### src/rtl/fetch_pkg.sv
// Shared types for the instruction fetch stage: FSM states, queue entry layout, PC step.
// The optional performance counters in fetch_unit are enabled with FETCH_PERF_EN.
package fetch_pkg;

    localparam int FETCH_ADDR_W  = 16;
    localparam int FETCH_INSTR_W = 16;

    // The PC register advances by this amount on every pc_incr pulse.
    localparam logic [FETCH_ADDR_W-1:0] PC_STEP = 16'd2;

    typedef enum logic [1:0] {
        IDLE  = 2'd0,
        REQ   = 2'd1,
        WAIT  = 2'd2,
        DRAIN = 2'd3
    } fetch_state_e;

    typedef struct packed {
        logic [FETCH_ADDR_W-1:0]  pc;
        logic [FETCH_INSTR_W-1:0] instr;
    } fetch_entry_t;

endpackage

### src/rtl/fetch_instr_queue.sv
// DEPTH-entry FIFO of fetched {pc, instr} pairs; flush empties it in one edge.
// Pop on empty is ignored; push when full only lands if a pop frees the slot.
module instr_queue
    import fetch_pkg::*;
#(
    parameter int DEPTH = 2,
    parameter int CNT_W = $clog2(DEPTH + 1)
) (
    input  logic               clk,
    input  logic               reset,
    input  logic               push_i,
    input  logic               pop_i,
    input  logic               flush_i,
    input  fetch_entry_t       wdata_i,
    output fetch_entry_t       rdata_o,
    output logic [CNT_W-1:0]   count_o,
    output logic               full_o,
    output logic               empty_o
);

    localparam int PTR_W = (DEPTH > 1) ? $clog2(DEPTH) : 1;

    fetch_entry_t        mem_q [DEPTH];
    logic [PTR_W-1:0]    wr_ptr_q, rd_ptr_q;
    logic [CNT_W-1:0]    count_q;
    logic                do_push, do_pop;

    assign empty_o = (count_q == '0);
    assign full_o  = (count_q == CNT_W'(DEPTH));
    assign count_o = count_q;
    assign rdata_o = mem_q[rd_ptr_q];

    assign do_pop  = pop_i & ~empty_o;
    assign do_push = push_i & (~full_o | do_pop);

    // DEPTH is a power of two, so pointers wrap by natural overflow.
    always_ff @(posedge clk) begin
        if (reset) begin
            wr_ptr_q <= '0;
            rd_ptr_q <= '0;
            count_q  <= '0;
            for (int i = 0; i < DEPTH; i++) mem_q[i] <= '0;
        end else if (flush_i) begin
            wr_ptr_q <= '0;
            rd_ptr_q <= '0;
            count_q  <= '0;
        end else begin
            if (do_push) begin
                mem_q[wr_ptr_q] <= wdata_i;
                wr_ptr_q        <= wr_ptr_q + PTR_W'(1);
            end
            if (do_pop) rd_ptr_q <= rd_ptr_q + PTR_W'(1);
            count_q <= count_q + CNT_W'(do_push) - CNT_W'(do_pop);
        end
    end

endmodule

### src/rtl/fetch_unit.sv
// Instruction fetch: one outstanding 16-bit read per PC, results queued for decode.
// Define FETCH_PERF_EN to add saturating perf_fetched / perf_stall counters.
module fetch_unit
    import fetch_pkg::*;
#(
    parameter int ADDR_W  = FETCH_ADDR_W,
    parameter int INSTR_W = FETCH_INSTR_W,
    parameter int DEPTH   = 2
) (
    input  logic               clk,
    input  logic               reset,
    input  logic [ADDR_W-1:0]  pc_addr,
    output logic               pc_incr,
    input  logic               redirect,
    output logic [ADDR_W-1:0]  mem_addr,
    output logic               mem_read,
    input  logic               mem_waitrequest,
    input  logic [INSTR_W-1:0] mem_readdata,
    input  logic               mem_readdatavalid,
    output logic               instr_valid,
    input  logic               instr_ready,
    output logic [INSTR_W-1:0] instr,
    output logic [ADDR_W-1:0]  instr_pc
`ifdef FETCH_PERF_EN
    ,
    output logic [15:0]        perf_fetched,
    output logic [15:0]        perf_stall
`endif
);

    localparam int CNT_W = $clog2(DEPTH + 1);

    fetch_state_e        state_q, state_d;
    logic                mem_read_q, mem_read_d;
    logic [ADDR_W-1:0]   mem_addr_q, mem_addr_d;
    logic                flush_pend_q, flush_pend_d;
    logic                q_push, incr_c, accept, slot_free;
    logic [CNT_W-1:0]    q_count;
    logic                q_full, q_empty;
    fetch_entry_t        q_head, q_wdata;

    assign accept    = mem_read_q & ~mem_waitrequest;
    assign slot_free = ~q_full && (CNT_W'(DEPTH) - q_count) >= CNT_W'(1);
    assign q_wdata   = '{pc: mem_addr_q, instr: mem_readdata};

    always_comb begin
        state_d      = state_q;
        mem_read_d   = mem_read_q;
        mem_addr_d   = mem_addr_q;
        flush_pend_d = flush_pend_q;
        q_push       = 1'b0;
        incr_c       = 1'b0;
        case (state_q)
            IDLE: begin
                if (slot_free && !redirect) begin
                    mem_addr_d = pc_addr;
                    mem_read_d = 1'b1;
                    state_d    = REQ;
                end
            end
            REQ: begin
                // A redirect cannot cancel an issued read; remember it so the
                // response is dropped and the PC is not stepped.
                if (accept) begin
                    mem_read_d   = 1'b0;
                    flush_pend_d = 1'b0;
                    if (redirect || flush_pend_q) begin
                        state_d = DRAIN;
                    end else begin
                        state_d = WAIT;
                        incr_c  = 1'b1;
                    end
                end else if (redirect) begin
                    flush_pend_d = 1'b1;
                end
            end
            WAIT: begin
                if (mem_readdatavalid) begin
                    state_d = IDLE;
                    q_push  = ~redirect;
                end else if (redirect) begin
                    state_d = DRAIN;
                end
            end
            DRAIN: begin
                if (mem_readdatavalid) state_d = IDLE;
            end
            default: state_d = IDLE;
        endcase
    end

    always_ff @(posedge clk) begin
        if (reset) begin
            state_q      <= IDLE;
            mem_read_q   <= 1'b0;
            mem_addr_q   <= '0;
            flush_pend_q <= 1'b0;
        end else begin
            state_q      <= state_d;
            mem_read_q   <= mem_read_d;
            mem_addr_q   <= mem_addr_d;
            flush_pend_q <= flush_pend_d;
        end
    end

    instr_queue #(.DEPTH(DEPTH), .CNT_W(CNT_W)) u_queue (
        .clk     (clk),
        .reset   (reset),
        .push_i  (q_push),
        .pop_i   (instr_ready),
        .flush_i (redirect),
        .wdata_i (q_wdata),
        .rdata_o (q_head),
        .count_o (q_count),
        .full_o  (q_full),
        .empty_o (q_empty)
    );

    assign pc_incr     = incr_c & ~reset;
    assign mem_read    = mem_read_q;
    assign mem_addr    = mem_addr_q;
    assign instr_valid = ~q_empty;
    assign instr       = q_head.instr;
    assign instr_pc    = q_head.pc;

`ifdef FETCH_PERF_EN
    logic [15:0] perf_fetched_q, perf_stall_q;

    always_ff @(posedge clk) begin
        if (reset) begin
            perf_fetched_q <= '0;
            perf_stall_q   <= '0;
        end else begin
            if (q_push && perf_fetched_q != 16'hFFFF)
                perf_fetched_q <= perf_fetched_q + 16'd1;
            if (state_q == REQ && mem_waitrequest && perf_stall_q != 16'hFFFF)
                perf_stall_q <= perf_stall_q + 16'd1;
        end
    end

    assign perf_fetched = perf_fetched_q;
    assign perf_stall   = perf_stall_q;
`endif

endmodule

### config.mk
export PLATFORM = sky130hd
export DESIGN_NAME = fetch_unit
export DESIGN_NICKNAME = d
export VERILOG_FILES = /design/src/rtl/fetch_pkg.sv /design/src/rtl/fetch_instr_queue.sv /design/src/rtl/fetch_unit.sv
export SDC_FILE = /design/constraint.sdc
export NUM_CORES = 1
export LEC_CHECK = 0
export CAP_MARGIN = 20
export CORE_MARGIN = 3
export CORE_UTILIZATION = 46
export CTS_CLUSTER_DIAMETER = 30
export DETAILED_ROUTE_END_ITERATION = 6
export GPL_TIMING_DRIVEN = 1
export PLACE_DENSITY_LB_ADDON = 0.15
export SKIP_LAST_GASP = 1
export SYNTH_ARGS = -nofsm -noshare
export SYNTH_HDL_FRONTEND = slang
export SYNTH_SLANG_ARGS = --single-unit
### constraint.sdc
create_clock -name clk -period 2.1 [get_ports clk]
set_input_delay 0.315 -clock clk [delete_from_list [all_inputs] [get_ports clk]]
set_output_delay 0.315 -clock clk [all_outputs]
set_load 0.03 [all_outputs]
; ---- Word level (Yosys, flattened, before mapping)
; Memories as Yosys holds them, arrays and structs flattened. A register that Yosys moved wholly into a read port is not among the register bits.
; Cells that the tools add are included.
[word_totals]
mem_count = 1
ramBits = 64
ff_bits = 24
output_inout_bits = 51
inputBits = 38
[mem_list]
columns = memory, depth, width, read_ports, rd_clocked_by_memory_dff, write_ports, line_no
row1 = u_queue.mem_q, 2, 32, 1, 1, 2, fetch_instr_queue.sv:23  ; fetch_entry_t mem_q [DEPTH];
[op_classes]
n_addsub = 5
order_cmp = 1
reduce_logical = 14
n_mux = 28
n_eq_ne = 8
bitwise_logic = 10
[op_table]
columns = cell, count
row1 = 2-to-1 mux 32 bit, 1
row2 = OR reduction 32 bit, 1
row3 = 2-to-1 mux 1 bit, 20
row4 = 2-to-1 mux 2 bit, 5
row5 = one-hot mux 2 bit (4 select lines), 1
row6 = == test 2 bit (second input constant), 3
row7 = inequality test 2 bit (second input constant), 3
row8 = NOT 1 bit, 5
row9 = AND 1 bit, 4
row10 = logical NOT 2 bit, 2
row11 = AND reduction 2 bit, 2
row12 = AND reduction 4 bit, 1
row13 = nonzero test 2 bit, 2
row14 = inequality test 3 bit (second input constant), 1
row15 = AND reduction 3 bit, 1
row16 = adder 1 bit (second input constant), 2
row17 = adder 2 x 1 -> 2 bit, 1
row18 = == test 2 x 1 -> 1 bit (second input constant), 1
row19 = >= comparator 2 x 1 -> 1 bit (second input constant), 1
row20 = logical AND 1 bit, 2
row21 = one-hot mux 1 bit (2 select lines), 1
row22 = OR reduction 2 bit, 1
row23 = subtractor 2 x 1 -> 2 bit, 1
row24 = subtractor 2 bit (first input constant), 1
row25 = 3 further kinds, 3

; ---- Logic depth before layout (Yosys ltp)
[logic_depth]
depth_word = 11
mapped_depth = 7

; ---- By module
; Synthesis repeated with hierarchy kept, for this count alone.
[unflattened]
cells_unflattened = 300
area_unflattened_um2 = 3903.7
[by_module_without_submodules]
columns = mod, seq_area_each_um2, cells_each, n_inst, area_each_um2
row1 = instr_queue, 2021.9, 201, 1, 3069.2
row2 = fetch_unit, 400.4, 99, 1, 834.6

; ---- Least setup slack after synthesis
; Ideal clock, no wire load.
[synth_timing]
path_type = register to output
from = register state_q[1]
to = output pc_incr
path_stages_with_launch = 5
arrival_time_ns = 1.935
slack_ns = -0.150
n_path_buf = 1
cell_sequence = dfxtp_1 -> buf_6 -> nand2b_1 -> or3b_2 -> nor4_1
[synth_via]
elab_chain_cells = 3
[synth_rtl]
columns = item, line_no
row1 = "start, declared", fetch_unit.sv:33  ; fetch_state_e state_q, state_d;
row2 = "start signal, assigned", fetch_unit.sv:99  ; state_q <= state_d;
row3 = == test 2 x 1 -> 1 bit, fetch_unit.sv:53  ; case (state_q)
row4 = 2-to-1 mux 1 bit, fetch_unit.sv:53
row5 = AND 1 bit, fetch_unit.sv:119  ; assign pc_incr = incr_c & ~reset;
row6 = "end, declared", fetch_unit.sv:13  ; output logic pc_incr,
; Every way passes these cells.

==> results.py <==
metrics = {
    "outcome": {
        "outcome": "completed",
    },
    "yosys": {
        "syn_nets": 338,
        "ys_seq_area_share_pct": 60.0,
        "synthesis.area_um2": 4030,
        "synth_area_leaders": "edfxtp_1 48%, dfxtp_1 12%, and2_1 10%, mux2_2 8.9%, nand2b_1 5.3%",
        "avgSynthCellArea_um2": 13.5,
        "netlist_instances": 298,
        "yosys_warnings": 0,
        "yosysTopAreaCell": "edfxtp_1",
        "synth_top_area_share_pct": 47.6,
        "ys_types": 33,
        "ys_ff_latch": 89,
    },
    "drt": {
        "routed_via_density": 4.82,
        "ant_nets": 0,
        "totalWireLength_um": 7450,
        "drc": 0,
        "drtIter0Drc": 69,
        "drt-wirelength-per-cell_um": 14.8,
        "dr_total_vias": 2430,
        "dr.pass1.iters": 4,
    },
    "die": {
        "die_area_um2": 9930,
        "die_h_um": 99.6,
        "die_w_um": 99.6,
        "start_util_pct": 48.1,
        "core_area_um2": 8380,
        "pin_count": 89,
        "rows": 33,
    },
    "layout": {
        "finalInstanceArea_um2": 5310,
        "final_net_count": 434,
        "layout_common_cells": "66 x and2_1, 64 x edfxtp_1, 55 x clkdlybuf4s50_1",
        "antenna_cells": 0,
        "mostFrequentLayoutCell": "and2_1",
        "areaGrowthSynthToFinish_pct": 31.6,
        "drive_gt1_share_pct": 19.5,
    },
    "placed_design": {
        "dpl-instance-area_um2": 5080,
        "place.gp.congestion": 0.781,
        "dp_hpwl_um": 5100,
        "place_ws_ps": 11.0,
        "port_buffers": 88,
    },
    "timing": {
        "finalHoldViolCount": 0,
        "min_period_over_period_pct": 92.8,
        "holdWs_ps": 495,
        "fin_crit_ps": 1950,
        "fin_ws_ps": 152,
        "fin_skew_ps": 9.23,
        "fin_tns_setup_ps": 0,
        "setup_viol": 0,
        "grt_setup_unrepaired": "false",
        "drv_slew": 0,
        "worst_slew_pin_slew_ps": 440,
        "fmax_ghz": 0.513,
        "relSlewSlack_pct": 70.6,
    },
    "critical_path": {
        "critical_path_class": "flop to output port",
        "crit_end": "instr_pc[14]",
        "regToRegSetupSlack_ps": 440,
        "crit_chain": "buf_12 -> mux2_2 -> dlygate4sd2_1",
        "crit_required_ps": 1780,
        "critPathBufInv": 2,
        "cp-end-kind": "output port",
        "r2r_start": "state_q[0]$_SDFFE_PP0P_",
        "cp_num_cells": 3,
        "cp_slowest_cell": "mux2_2",
        "start_kind": "flop",
        "rr_worst_depth": 4,
        "crit_arrival_ps": 1630,
        "cp_top_family": "buffers and inverters",
        "cpPeakStageDelay_ps": 370,
        "r2r-end": "u_queue.mem_q[0][8]$_SDFFCE_PN0P_",
        "worstPathMaxFanout": 24,
    },
    "clock_tree": {
        "cts_hold_buffers": 0,
        "clk_path_buf_depth": 2,
        "root_buffer": "clkbuf_8",
        "htree_levels": 3,
        "clkTransAtPathRegs_ps": 80,
        "cts_tree": "done",
        "cts_made_buffers": 9,
        "cts_sinks": 89,
        "worstSkewPairLatency_ps": 350,
    },
    "power_and_ir_drop": {
        "peakVddDrop_mv": 0.373,
        "fin_total_pwr_uw": 3760,
        "power_density_nw_per_um2": 709,
        "cellLeakagePower_uw": 0.00207,
    },
    "hold_path": {
        "min_path_type": "flop to flop",
        "hold_depth": 2,
    },
    "grt": {
        "antenna_found_initial": 0,
        "grt_pass1_vias": 2401,
        "grt-ovfl-total": 0,
        "grt_max_degree": 34,
        "grt_usage_pct": 15.4,
        "grt_pass1_wl_um": 11800,
    },
    "run": {
        "cap_violations": 0,
    },
}
## Yosys cell counts
master and instances:
nor4bb_1 1, or2_2 1, or3b_2 1, a21o_1 2, clkbuf_1 6, edfxtp_1 64, buf_2 7, o211a_1 1
a21oi_1 3, nor3_1 3, nor2b_1 1, nor4_1 1, xnor2_1 3, mux2i_1 16, o21a_1 1, buf_6 6
nor3b_1 1, o21ai_0 2, dfxtp_1 25, o21bai_1 1, nand4bb_4 1, nor2_1 5, nand2b_1 34, nor3b_2 1
nor4b_1 1, ha_1 2, inv_1 4, a31oi_1 1, or4_1 1, nand2_1 1, and2_1 66, mux2_2 32
nor4_4 3
## state kept, by name (all words and copies together) (netlist names), named ones only
| name | count |
|---|---|
| flush_pend_q | 1 |
| mem_addr | 16 |
| mem_read | 1 |
| state_q | 2 |
| u_queue.count_o | 2 |
| u_queue.mem_q | 64 |
| u_queue.rd_ptr_q | 1 |
| u_queue.wr_ptr_q | 1 |
## area by class of cell
cell class / count / area (um2)
Inverter: 4 / 15.0
Fill cell: 653 / 3070
Tap cell: 105 / 131
Clock inverter: 5 / 104
Timing Repair Buffer: 104 / 1020
Clock buffer: 11 / 131
Multi-Input combinational cell: 186 / 1480
Sequential cell: 89 / 2430
## power by group
group          switching [uW]  leakage (uW)  internal (uW)
sequential               38.8      0.000867           1940
combinational             211       0.00109            207
clock                     571      0.000118            792
total                     821       0.00207           2940
## metal layers
metal,vias to the layer above,track usage [%],wire [um]
li1,1226,-,-
met1,1124,20.6,3380
met2,70,23.6,3490
met3,10,5.33,477
met4,0,5.25,106
met5,-,0,0
## worst register-to-register path: stages (launching register included)
cell       delay (ps)
dfxtp_4           380
nand4bb_4         240
nor2_1            290
a21o_1            240
buf_12            200
## how the worst min path moves through the flow
| stage | startpoint | to | slack (ps) |
|---|---|---|---|
| 3_5_place_dp | mem_addr[10]$_SDFFE_PP0P_ | mem_addr[10]$_SDFFE_PP0P_ | 490 |
| 5_1_grt | pc_addr[12] | mem_addr[12]$_SDFFE_PP0P_ | 520 |
| 4_1_cts | mem_addr[10]$_SDFFE_PP0P_ | mem_addr[10]$_SDFFE_PP0P_ | 500 |
| 3_3_place_gp | mem_addr[4]$_SDFFE_PP0P_ | mem_addr[4]$_SDFFE_PP0P_ | 480 |
| 6_report | mem_addr[10]$_SDFFE_PP0P_ | mem_addr[10]$_SDFFE_PP0P_ | 500 |
| 2_1_floorplan | pc_addr[0] | mem_addr[0]$_SDFFE_PP0P_ | 470 |
## what timing repair did
item                                    CTS  global route
endpoints found under the setup margin   29             1
resized for setup                        30             3
buffers inserted                          0             2
## through the flow
step / instances / util [%]
after CTS: 502 / 63.1
after detailed placement: 486 / 60.7
final: 504 / 63.3
after floorplan: 298 / -
after global routing: 504 / 63.3
after global placement: 486 / 60.7
## logic make-up (layout without fill, tap and decap cells)
logic type	Yosys count	in the layout	synth area share, %
compound gates	11	11	1.77
mux	48	48	12.9
xor+xnor	3	3	0.651
fa+ha+maj	2	2	0.620
simple gates	122	122	20.5
buf+inv	23	124	3.47
flops	89	89	60.0
Note: power is estimated with default switching activity, not from simulation.
